==> config.mk <==
export PLATFORM = sky130hd
export DESIGN_NAME = uart_tx_fifo
export DESIGN_NICKNAME = d
export VERILOG_FILES = /design/src/rtl/uart_pkg.sv /design/src/rtl/uart_sync_fifo.sv /design/src/rtl/uart_tx_fifo.sv
export SDC_FILE = /design/constraint.sdc
export NUM_CORES = 1
export LEC_CHECK = 0
export BUFFER_PORTS_ARGS = -buffer_cell sky130_fd_sc_hd__clkbuf_2
export CAP_MARGIN = 5
export CORE_MARGIN = 4
export CORE_UTILIZATION = 56
export CTS_CLUSTER_DIAMETER = 100
export CTS_CLUSTER_SIZE = 14
export DETAILED_ROUTE_END_ITERATION = 8
export PLACE_DENSITY = 0.72
export SLEW_MARGIN = 20
export SYNTH_ARGS = -nofsm -noshare
export SYNTH_HDL_FRONTEND = slang
export SYNTH_SLANG_ARGS = --single-unit
==> constraint.sdc <==
create_clock -name clk -period 4.02 [get_ports clk]
set_clock_uncertainty 0.05 [all_clocks]
set_input_delay 0.402 -clock clk [delete_from_list [all_inputs] [get_ports clk]]
set_output_delay 0.402 -clock clk [all_outputs]
set_load 0.01 [all_outputs]
==> src/rtl/uart_pkg.sv <==
// -----------------------------------------------------------------------------
// uart_pkg
// Shared definitions for the FIFO-fed UART transmitter:
//   - parity mode codes carried on the 3-bit pbit input
//   - serialiser state encoding
//   - parity_bit(): parity of the low dbit bits of a data word
// -----------------------------------------------------------------------------
package uart_pkg;

  localparam logic [2:0] PAR_NONE  = 3'd0;
  localparam logic [2:0] PAR_EVEN  = 3'd1;
  localparam logic [2:0] PAR_ODD   = 3'd2;
  localparam logic [2:0] PAR_MARK  = 3'd3;
  localparam logic [2:0] PAR_SPACE = 3'd4;

  // Widest word parity_bit() accepts; dbit is 4 bits so 15 data bits is the ceiling.
  localparam int unsigned PAR_DATA_W = 16;

  typedef enum logic [2:0] {
    ST_IDLE,
    ST_START,
    ST_DATA,
    ST_PARITY,
    ST_STOP,
    ST_BREAK,
    ST_MAB
  } tx_state_t;

  // Bits at or above position dbit are ignored. Codes 5..7 and PAR_NONE return 0.
  function automatic logic parity_bit(input logic [PAR_DATA_W-1:0] data,
                                      input logic [3:0]            dbit,
                                      input logic [2:0]            pbit);
    logic x;
    x = 1'b0;
    for (int unsigned i = 0; i < PAR_DATA_W; i++) begin
      if (i < 32'(dbit)) x = x ^ data[i];
    end
    case (pbit)
      PAR_EVEN:  return x;
      PAR_ODD:   return ~x;
      PAR_MARK:  return 1'b1;
      PAR_SPACE: return 1'b0;
      default:   return 1'b0;
    endcase
  endfunction

endpackage

==> src/rtl/uart_sync_fifo.sv <==
// -----------------------------------------------------------------------------
// uart_sync_fifo
// Single-clock FIFO with first-word-fall-through read data.
//   clk, reset   : clock, asynchronous active-high reset (empties the FIFO)
//   i_wr, i_din  : push request and data; ignored when full unless a pop
//                  happens in the same cycle
//   i_rd         : pop request; ignored when empty
//   o_dout       : head word (valid while !o_empty)
//   o_full/o_empty/o_count : occupancy status, count is 0..2**AW
//   o_overflow   : high during a cycle where a push is dropped
// -----------------------------------------------------------------------------
module uart_sync_fifo #(
  parameter int unsigned WIDTH = 9,
  parameter int unsigned AW    = 4
) (
  input  logic             clk,
  input  logic             reset,
  input  logic             i_wr,
  input  logic [WIDTH-1:0] i_din,
  input  logic             i_rd,
  output logic [WIDTH-1:0] o_dout,
  output logic             o_full,
  output logic             o_empty,
  output logic [AW:0]      o_count,
  output logic             o_overflow
);

  localparam int unsigned DEPTH = 2 ** AW;

  logic [WIDTH-1:0] r_mem [DEPTH];
  logic [AW-1:0]    r_wptr;
  logic [AW-1:0]    r_rptr;
  logic [AW:0]      r_count;

  logic w_full;
  logic w_empty;
  logic w_do_rd;
  logic w_do_wr;

  assign w_full  = (r_count == (AW+1)'(DEPTH));
  assign w_empty = (r_count == '0);
  assign w_do_rd = i_rd && !w_empty;
  // A pop in the same cycle frees the slot, so a full FIFO still accepts the write.
  assign w_do_wr = i_wr && (!w_full || w_do_rd);

  always_ff @(posedge clk) begin
    if (w_do_wr) r_mem[r_wptr] <= i_din;
  end

  always_ff @(posedge clk or posedge reset) begin
    if (reset) begin
      r_wptr  <= '0;
      r_rptr  <= '0;
      r_count <= '0;
    end else begin
      if (w_do_wr) r_wptr <= r_wptr + 1'b1;
      if (w_do_rd) r_rptr <= r_rptr + 1'b1;
      case ({w_do_wr, w_do_rd})
        2'b10:   r_count <= r_count + 1'b1;
        2'b01:   r_count <= r_count - 1'b1;
        default: r_count <= r_count;
      endcase
    end
  end

  assign o_dout     = r_mem[r_rptr];
  assign o_full     = w_full;
  assign o_empty    = w_empty;
  assign o_count    = r_count;
  assign o_overflow = i_wr && w_full && !w_do_rd;

endmodule

==> src/rtl/uart_tx_fifo.sv <==
// -----------------------------------------------------------------------------
// uart_tx_fifo
// UART transmitter fed from an internal FIFO, with CTS flow control, parity
// modes (none/even/odd/mark/space) and break generation.
//   clk, reset       : clock, asynchronous active-high reset
//   dbit, pbit       : data bits per frame (clamped to 5..DBIT), parity mode
//   os_tick, sb_tick : s_ticks per bit and per stop period (0 means 1)
//   s_tick           : oversample strobe, one clk wide
//   wr, din          : push a word into the FIFO
//   cts_n            : clear-to-send (active low), checked only between frames
//   brk              : break request (level)
//   full, empty, count, overflow : FIFO status
//   tx_busy          : serialiser not idle
//   tx_done_tick     : one-clk pulse at the end of each frame's stop period
//   tx               : registered serial output
// Frame settings are captured when a word is popped, so the live inputs can be
// changed while a frame is on the line.
// -----------------------------------------------------------------------------
module uart_tx_fifo
  import uart_pkg::*;
#(
  parameter int unsigned DBIT    = 9,
  parameter int unsigned FIFO_AW = 4
) (
  input  logic               clk,
  input  logic               reset,
  input  logic [3:0]         dbit,
  input  logic [2:0]         pbit,
  input  logic [7:0]         os_tick,
  input  logic [7:0]         sb_tick,
  input  logic               s_tick,
  input  logic               wr,
  input  logic [DBIT-1:0]    din,
  input  logic               cts_n,
  input  logic               brk,
  output logic               full,
  output logic               empty,
  output logic [FIFO_AW:0]   count,
  output logic               overflow,
  output logic               tx_busy,
  output logic               tx_done_tick,
  output logic               tx
);

  localparam logic [3:0] DBIT_MAX = 4'(DBIT);
  localparam logic [3:0] DBIT_MIN = 4'd5;

  tx_state_t r_state, w_state_nxt;
  logic [7:0]      r_s, w_s_nxt;
  logic [3:0]      r_n, w_n_nxt;
  logic [DBIT-1:0] r_data, w_data_nxt;
  logic [3:0]      r_dbit, w_dbit_nxt;
  logic            r_par_en, w_par_en_nxt;
  logic            r_par, w_par_nxt;
  logic [7:0]      r_os, w_os_nxt;
  logic [7:0]      r_sb, w_sb_nxt;
  logic            r_tx, w_tx_nxt;
  logic            r_done, w_done_nxt;

  logic            w_pop;
  logic [DBIT-1:0] w_head;
  logic            w_empty;
  logic [3:0]      w_dbit_clamped;
  logic [7:0]      w_os_fix;
  logic [7:0]      w_sb_fix;
  logic            w_os_last;
  logic            w_sb_last;
  logic            w_cur_bit;

  uart_sync_fifo #(
    .WIDTH (DBIT),
    .AW    (FIFO_AW)
  ) u_fifo (
    .clk        (clk),
    .reset      (reset),
    .i_wr       (wr),
    .i_din      (din),
    .i_rd       (w_pop),
    .o_dout     (w_head),
    .o_full     (full),
    .o_empty    (w_empty),
    .o_count    (count),
    .o_overflow (overflow)
  );

  assign w_dbit_clamped = (dbit < DBIT_MIN) ? DBIT_MIN :
                          (dbit > DBIT_MAX) ? DBIT_MAX : dbit;
  assign w_os_fix  = (os_tick == '0) ? 8'd1 : os_tick;
  assign w_sb_fix  = (sb_tick == '0) ? 8'd1 : sb_tick;
  assign w_os_last = (r_s == r_os - 8'd1);
  assign w_sb_last = (r_s == r_sb - 8'd1);

  always_ff @(posedge clk or posedge reset) begin
    if (reset) begin
      r_state  <= ST_IDLE;
      r_s      <= '0;
      r_n      <= '0;
      r_data   <= '0;
      r_dbit   <= DBIT_MIN;
      r_par_en <= 1'b0;
      r_par    <= 1'b0;
      r_os     <= 8'd1;
      r_sb     <= 8'd1;
      r_tx     <= 1'b1;
      r_done   <= 1'b0;
    end else begin
      r_state  <= w_state_nxt;
      r_s      <= w_s_nxt;
      r_n      <= w_n_nxt;
      r_data   <= w_data_nxt;
      r_dbit   <= w_dbit_nxt;
      r_par_en <= w_par_en_nxt;
      r_par    <= w_par_nxt;
      r_os     <= w_os_nxt;
      r_sb     <= w_sb_nxt;
      r_tx     <= w_tx_nxt;
      r_done   <= w_done_nxt;
    end
  end

  always_comb begin
    w_state_nxt  = r_state;
    w_s_nxt      = r_s;
    w_n_nxt      = r_n;
    w_data_nxt   = r_data;
    w_dbit_nxt   = r_dbit;
    w_par_en_nxt = r_par_en;
    w_par_nxt    = r_par;
    w_os_nxt     = r_os;
    w_sb_nxt     = r_sb;
    w_done_nxt   = 1'b0;
    w_pop        = 1'b0;

    case (r_state)
      ST_IDLE: begin
        if (brk) begin
          w_state_nxt = ST_BREAK;
          w_s_nxt     = '0;
          w_sb_nxt    = w_sb_fix;
        end else if (!w_empty && !cts_n) begin
          w_pop        = 1'b1;
          w_data_nxt   = w_head;
          w_dbit_nxt   = w_dbit_clamped;
          w_par_en_nxt = (pbit >= PAR_EVEN) && (pbit <= PAR_SPACE);
          w_par_nxt    = parity_bit(PAR_DATA_W'(w_head), w_dbit_clamped, pbit);
          w_os_nxt     = w_os_fix;
          w_sb_nxt     = w_sb_fix;
          w_state_nxt  = ST_START;
          w_s_nxt      = '0;
        end
      end

      ST_START: begin
        if (s_tick) begin
          if (w_os_last) begin
            w_state_nxt = ST_DATA;
            w_s_nxt     = '0;
            w_n_nxt     = '0;
          end else begin
            w_s_nxt = r_s + 8'd1;
          end
        end
      end

      ST_DATA: begin
        if (s_tick) begin
          if (w_os_last) begin
            w_s_nxt = '0;
            if (r_n == r_dbit - 4'd1) begin
              w_state_nxt = r_par_en ? ST_PARITY : ST_STOP;
            end else begin
              w_n_nxt = r_n + 4'd1;
            end
          end else begin
            w_s_nxt = r_s + 8'd1;
          end
        end
      end

      ST_PARITY: begin
        if (s_tick) begin
          if (w_os_last) begin
            w_state_nxt = ST_STOP;
            w_s_nxt     = '0;
          end else begin
            w_s_nxt = r_s + 8'd1;
          end
        end
      end

      ST_STOP: begin
        if (s_tick) begin
          if (w_sb_last) begin
            w_state_nxt = ST_IDLE;
            w_s_nxt     = '0;
            w_done_nxt  = 1'b1;
          end else begin
            w_s_nxt = r_s + 8'd1;
          end
        end
      end

      ST_BREAK: begin
        if (!brk) begin
          w_state_nxt = ST_MAB;
          w_s_nxt     = '0;
        end
      end

      ST_MAB: begin
        if (s_tick) begin
          if (w_sb_last) begin
            w_state_nxt = ST_IDLE;
            w_s_nxt     = '0;
          end else begin
            w_s_nxt = r_s + 8'd1;
          end
        end
      end

      default: begin
        w_state_nxt = ST_IDLE;
        w_s_nxt     = '0;
      end
    endcase
  end

  // The line level is derived from the next state so the registered tx
  // follows a state change by exactly one clk.
  always_comb begin
    w_cur_bit = 1'b0;
    for (int unsigned i = 0; i < DBIT; i++) begin
      if (i == 32'(w_n_nxt)) w_cur_bit = w_data_nxt[i];
    end

    case (w_state_nxt)
      ST_START:  w_tx_nxt = 1'b0;
      ST_BREAK:  w_tx_nxt = 1'b0;
      ST_DATA:   w_tx_nxt = w_cur_bit;
      ST_PARITY: w_tx_nxt = w_par_nxt;
      default:   w_tx_nxt = 1'b1;
    endcase
  end

  assign empty        = w_empty;
  assign tx_busy      = (r_state != ST_IDLE);
  assign tx_done_tick = r_done;
  assign tx           = r_tx;

endmodule

[After elaboration in Yosys (flattened, before gate mapping)]
Memory sizes are Yosys's and may differ from the RTL's.
Index checks and enable logic that the tools add are counted.
Storage, ports and cells
  bits in registers: 61
  latch bits: 0
  memory bits (writable): 144
  ROM bits: 0
  input port bits: 38
  output and inout bits: 11
  word-level logic and storage cells: 199
  memories: 1
Memory list
  u_fifo.r_mem: depth 16, width 9, read ports 1, clocked after Yosys merged registers in 0, wr ports 1, RTL line uart_sync_fifo.sv:30  | logic [WIDTH-1:0] r_mem [DEPTH];
Cells by class
  add/sub/neg operators: 9
  $mul: 0
  div/mod/pow operators: 0
  order comparisons: 13
  equality and inequality tests: 31
  shift operators: 0
  multiplexer cells: 96
  bitwise logic cells: 10
  reduce and logical (&&, ||, !) cells: 25
Operators with widths (count)
  $mux W8: 11
  $mux W1: 56
  $mux W3: 13
  $pmux W8 S4: 1
  $mux W4: 7
  $mux W9: 3
  $eq A3 B2 Y1 const B: 6
  $pmux W3 S6: 1
  $eq A3 B4 Y1 const A: 4
  $eq A8 B8 Y1: 2
  $logic_not A8 Y1: 2
  $lt A3 B4 Y1 const A: 4
  $sub A8 B1 Y8 const B: 2
  $add A4 B1 Y4 const B: 3
  $eq A3 B3 Y1 const B: 4
  $pmux W5 S2: 1
  $eq A3 B1 Y1 const B: 3
  $add A8 B1 Y8 const B: 1
  $eq A2 B4 Y1 const A: 2
  $lt A1 B4 Y1 const A: 2
  $lt A2 B4 Y1 const A: 2
  $pmux W4 S2: 1
  $xor A1 B1 Y1: 8
  $logic_and A1 B1 Y1: 6
  other kinds (31): 39

[Longest topological paths before layout]
  word-level depth: 54
  mapped depth: 15
  gate-level depth less buffers: 14

[Cells and area by module]
From an unflattened synthesis, not the netlist that was laid out.
Second synthesis, totals
  cell total of the unflattened synthesis: 674
  area total of the unflattened synthesis: 9576.7 um^2
By module, submodules not included
  uart_sync_fifo: times used 1, cells each 315, area an instance 6457.4 um^2, sequential area each 4649.5 um^2
  uart_tx_fifo: times used 1, cells each 359, area an instance 3119.2 um^2, sequential area each 1207.4 um^2

[Least setup slack after synthesis]
No wires, ideal clock.
  path type: register to register
  from: register r_state[0]
  to: register u_fifo.r_count[4] (netlist: u_fifo.o_count[4])
  setup time: 0.128 ns
  data arrival time: 3.472 ns
  required time: 3.842 ns
  setup slack: 0.370 ns
  stages on the path, launching flop included: 14
  path buffers: 2
  clock period less this slack: 3.650 ns
  cells stage by stage: dfrtp_1 > buf_4 > or3_1 > or4_1 > clkbuf_1 > a21boi_1 > inv_1 > ha_1 > ha_1 > a21o_1 > a21oi_1 > xnor2_1 > nor2_1 > xor2_1
Between the ends
  word-level cells in the longest chain between the ends: 7
  elaborated cells between the ends (all ways): 9
  those cells by class: eq/ne (2); mux (2); reduce/logical (5)
RTL lines
  start, declared: RTL line uart_tx_fifo.sv:48  | tx_state_t r_state, w_state_nxt;
  start signal, assigned: RTL line uart_tx_fifo.sv:107  | r_state <= w_state_nxt;
  $logic_not A3 Y1 *: RTL line uart_tx_fifo.sv:134  | case (r_state)
  $mux W1 *: RTL line uart_tx_fifo.sv:134
  $logic_and A1 B1 Y1 *: RTL line uart_sync_fifo.sv:42  | assign w_do_rd = i_rd && !w_empty;
  $logic_or A1 B1 Y1: RTL line uart_sync_fifo.sv:44  | assign w_do_wr = i_wr && (!w_full || w_do_rd);
  $logic_and A1 B1 Y1: RTL line uart_sync_fifo.sv:44
  $eq A2 B1 Y1 or $eq A2 B2 Y1 (tied branches): RTL line uart_sync_fifo.sv:58  | case ({w_do_wr, w_do_rd})
  $pmux W5 S2 or $reduce_bool A2 Y1 (tied branches)
  end signal, assigned: RTL line uart_sync_fifo.sv:59  | 2'b10: r_count <= r_count + 1'b1;
  end signal, assigned: RTL line uart_sync_fifo.sv:60  | 2'b01: r_count <= r_count - 1'b1;
  end signal, assigned: RTL line uart_sync_fifo.sv:61  | default: r_count <= r_count;
  end, declared: RTL line uart_sync_fifo.sv:33  | logic [AW:0] r_count;
Every way passes the cells marked *; elsewhere a longest branch is shown, timed or not.
A chain may end at the register's enable or synchronous reset.

[Worst setup path after layout]
  from: register r_state[1]
  to: register u_fifo.r_count[4] (netlist: u_fifo.o_count[4])
Same word-level chain as after synthesis.

==> impl_metrics.json <==
{
  "largest_net_degree_at_the_start_of_global_routing": 45,
  "run_status": "finished, final reports clean",
  "synth.ff_latch_count": 205,
  "power_uw": 7505,
  "drt_iter0_drc": 440,
  "max_stage_delay_ps": 510,
  "critPathMaxFanout": 9,
  "ys_warn_count": 0,
  "path_class": "flip-flop to flip-flop",
  "path_delay_family": "simple AND/OR/NAND/NOR gates",
  "clock_sinks": 205,
  "worstHoldPathCells": 3,
  "detail_route.vias_per_cell": 5.994,
  "post_synth_inst_count": 655,
  "pwr_density_cell_nw_per_um2": 722.0,
  "postCtsSetupRepairBufs": 0,
  "clk_latency_ps": 490,
  "wire_length_of_the_first_global_routing_pass_um": 31510,
  "drt-pass1-iter-count": 4,
  "synth_async_sr_flop_share_pct": 29.76,
  "synth.distinct_cells": 63,
  "synth-edff-count": 144,
  "row_count": 46,
  "hold-worst-slack_ps": 75.81,
  "final_common_cell": "edfxtp_1",
  "grt_pass1_vias": 5707,
  "synth_top_area_share_pct": 46.40,
  "rsz0062_at_grt": "false",
  "ir_drop_v": 0.0005742,
  "timing.critical_path.buf_inv": 4,
  "leakage_uw": 0.003968,
  "num-nets-final": 765,
  "fin_setup_tns_ps": 0,
  "drt.antenna.violating_nets": 0,
  "timing.critical_path.from_type": "flip-flop",
  "cp-end-kind": "flip-flop",
  "min_period_over_period_pct": 84.59,
  "postCtsResizedCells": 0,
  "dp_hpwl_um": 13590,
  "worst_path_max_delay_cell": "or4_1",
  "worst-path-stages": 14,
  "h-tree-depth": 1,
  "final_layout_size_suffix_gt1_share_pct": 21.41,
  "fp.dieH_um": 137.0,
  "final-seq-area_um2": 5858,
  "crit_path_required_time_ps": 4340,
  "initial_utilization_pct": 57.83,
  "max_cap_violations": 0,
  "top_level_pins": 49,
  "layout_min_cycle_time_ps": 3401,
  "synth.area.top_cells": "edfxtp_1, dfrtp_1, mux4_2",
  "timing.critical_path.mode_cell": "inv_1",
  "flow.area_growth_from_synthesis_pct": 11.53,
  "multiInputGateArea_um2": 3232,
  "overflow": 0,
  "routabilityCongestion": 0.8220,
  "hold_buffers": 1,
  "die_area_um2": 18770,
  "worstPathCellList": "or3_1 > or4_1 > a21boi_1 > buf_4 > inv_1 > ha_1 > inv_1 > fa_1 > inv_1 > a21o_1 > a21oi_1 > xnor2_1 > nor2_1 > xor2_1",
  "synthesis.nets": 708,
  "placement.io_buffers": 48,
  "netlist.top_cell.by_area": "edfxtp_1",
  "layout.filler_cells": 1183,
  "post-route-drc-count": 0,
  "worstHoldPathType": "input port to flip-flop",
  "r2r.worst_path.cells": 14,
  "most-common-layout-cells": "edfxtp_1, nand2_1, dfrtp_1, clkbuf_2, mux4_2",
  "die_x_um": 137.0,
  "fp.coreArea_um2": 16120,
  "worst_ep_arrival_time_ps": 3720,
  "syn_area_um2": 9320,
  "clock.fmax_ghz": 0.2941,
  "worst_slew_margin_rel_pct": 51.13,
  "ys_seq_area_share_pct": 62.84,
  "cts_made_buffers": 18,
  "final-setup-viol-count": 0,
  "yosys_most_used_dff": "edfxtp_1",
  "routed_len_inst_um": 21.27,
  "totalWireLength_um": 20000,
  "report.final.slew_viol_count": 0,
  "global_route.usage.total_pct": 22.06,
  "cts_tree": "yes",
  "syn-mean-instance-area_um2": 14.23,
  "hold_viol": 0,
  "detailroute.via_count": 5634,
  "ctsRootBufferMaster": "clkbuf_16",
  "n_antenna_cell": 0,
  "antenna_violations_before_repair": 0,
  "cts_max_path_buffers": 3,
  "clk_transition_reported_paths_ps": 70,
  "max_slew.worst_pin.slew_ps": 733.1
}
==> worst register-to-register path, delay by kind of cell (launching register included) <==
| kind | cells | cell delay [ps] |
|---|---|---|
| AND/OR/NAND/NOR | 3 | 970 |
| AO/OA/AOI/OAI | 3 | 480 |
| buffers and inverters | 4 | 490 |
| flip-flops | 1 | 470 |
| XOR/XNOR | 2 | 280 |
| adder cells (fa/ha/maj) | 2 | 550 |
==> flip-flops by register name, summed over array words and instances (netlist names) <==
signal,cells
r_os,8
u_fifo.r_rptr,4
u_fifo.r_wptr,4
tx_done_tick,1
r_s,8
r_sb,8
r_par_en,1
u_fifo.o_count,5
tx,1
r_dbit,4
u_fifo.r_mem,144
r_n,4
r_par,1
r_state,3
r_data,9
==> kinds of logic after synthesis <==
family	Yosys count	synth area share, %
buffers and inverters	58	2.752
multiplexers	58	11.44
adder cells (fa/ha/maj)	15	2.094
AO/OA/AOI/OAI	83	6.310
flip-flops	205	62.84
XOR/XNOR	50	5.007
AND/OR/NAND/NOR	186	9.558
==> power breakdown <==
group          internal (uW)  switching (uW)
Combinational           1360            1530
Sequential              2690             356
Clock                    848             717
==> cells in the mapped netlist (all sizes together), types with 3 or more instances <==
master / count
o211ai: 3
o21ai: 19
nand2: 70
buf: 15
dfrtp: 56
or4: 6
a211oi: 6
clkbuf: 15
dfstp: 5
xnor2: 32
a21o: 4
nand4: 9
nand3: 13
inv: 28
o2111a: 4
edfxtp: 144
a21oi: 16
or2: 4
nor2: 36
and2: 6
ha: 14
xor2: 16
or3: 4
mux2i: 12
nor4: 9
a31oi: 4
nor3: 9
nand2b: 3
mux4: 38
o21bai: 3
mux2: 8
and3: 7
a22oi: 8
nor2b: 7
==> metrics by stage <==
stage               util [%]  instance area, um^2  cells  setup slack, ps
global placement       61.22                 9866    907            773.7
floorplan                  -                 9320    655            370.2
detailed placement     61.22                 9866    907            673.8
global route           64.50                10400    940            400.0
CTS                    64.50                10400    940            658.6
finish                 64.50                10400    940            619.4
==> final cells by class <==
class,count,area share [%]
tap,216,2.600
timing repair buffer,67,3.948
sequential,205,56.36
multi-input combinational,392,31.09
clock inverter,2,0.2287
inverter,28,1.011
clock buffer,30,4.766
==> worst paths after layout <==
kind                                 startpoint                       endpoint  slack (ps)
max                        r_state[1]$_DFF_PP0_  u_fifo.o_count[4]$_DFFE_PP0P_         620
min                                  os_tick[4]            r_os[4]$_DFFE_PP0P_          80
max reg2reg                r_state[1]$_DFF_PP0_  u_fifo.o_count[4]$_DFFE_PP0P_         620
min reg2reg                 r_data[1]$_DFF_PP0_            r_data[1]$_DFF_PP0_         430
max in group asynchronous                 reset   u_fifo.r_rptr[0]$_DFFE_PP0P_        2590
min in group asynchronous                 reset  u_fifo.o_count[2]$_DFFE_PP0P_         380
==> metal layers <==
metal  routed length (um)  track usage, %  up-vias  part of all wire (%)
li1                     -               -     2564                     -
met1                 8356           30.61     2854                    42
met2                10150           37.47      185                    51
met3                 1142           3.235       31                   5.7
met4                  353           4.767        0                   1.8
met5                    0               0        -                     0
(Power assumes the default switching activity.)
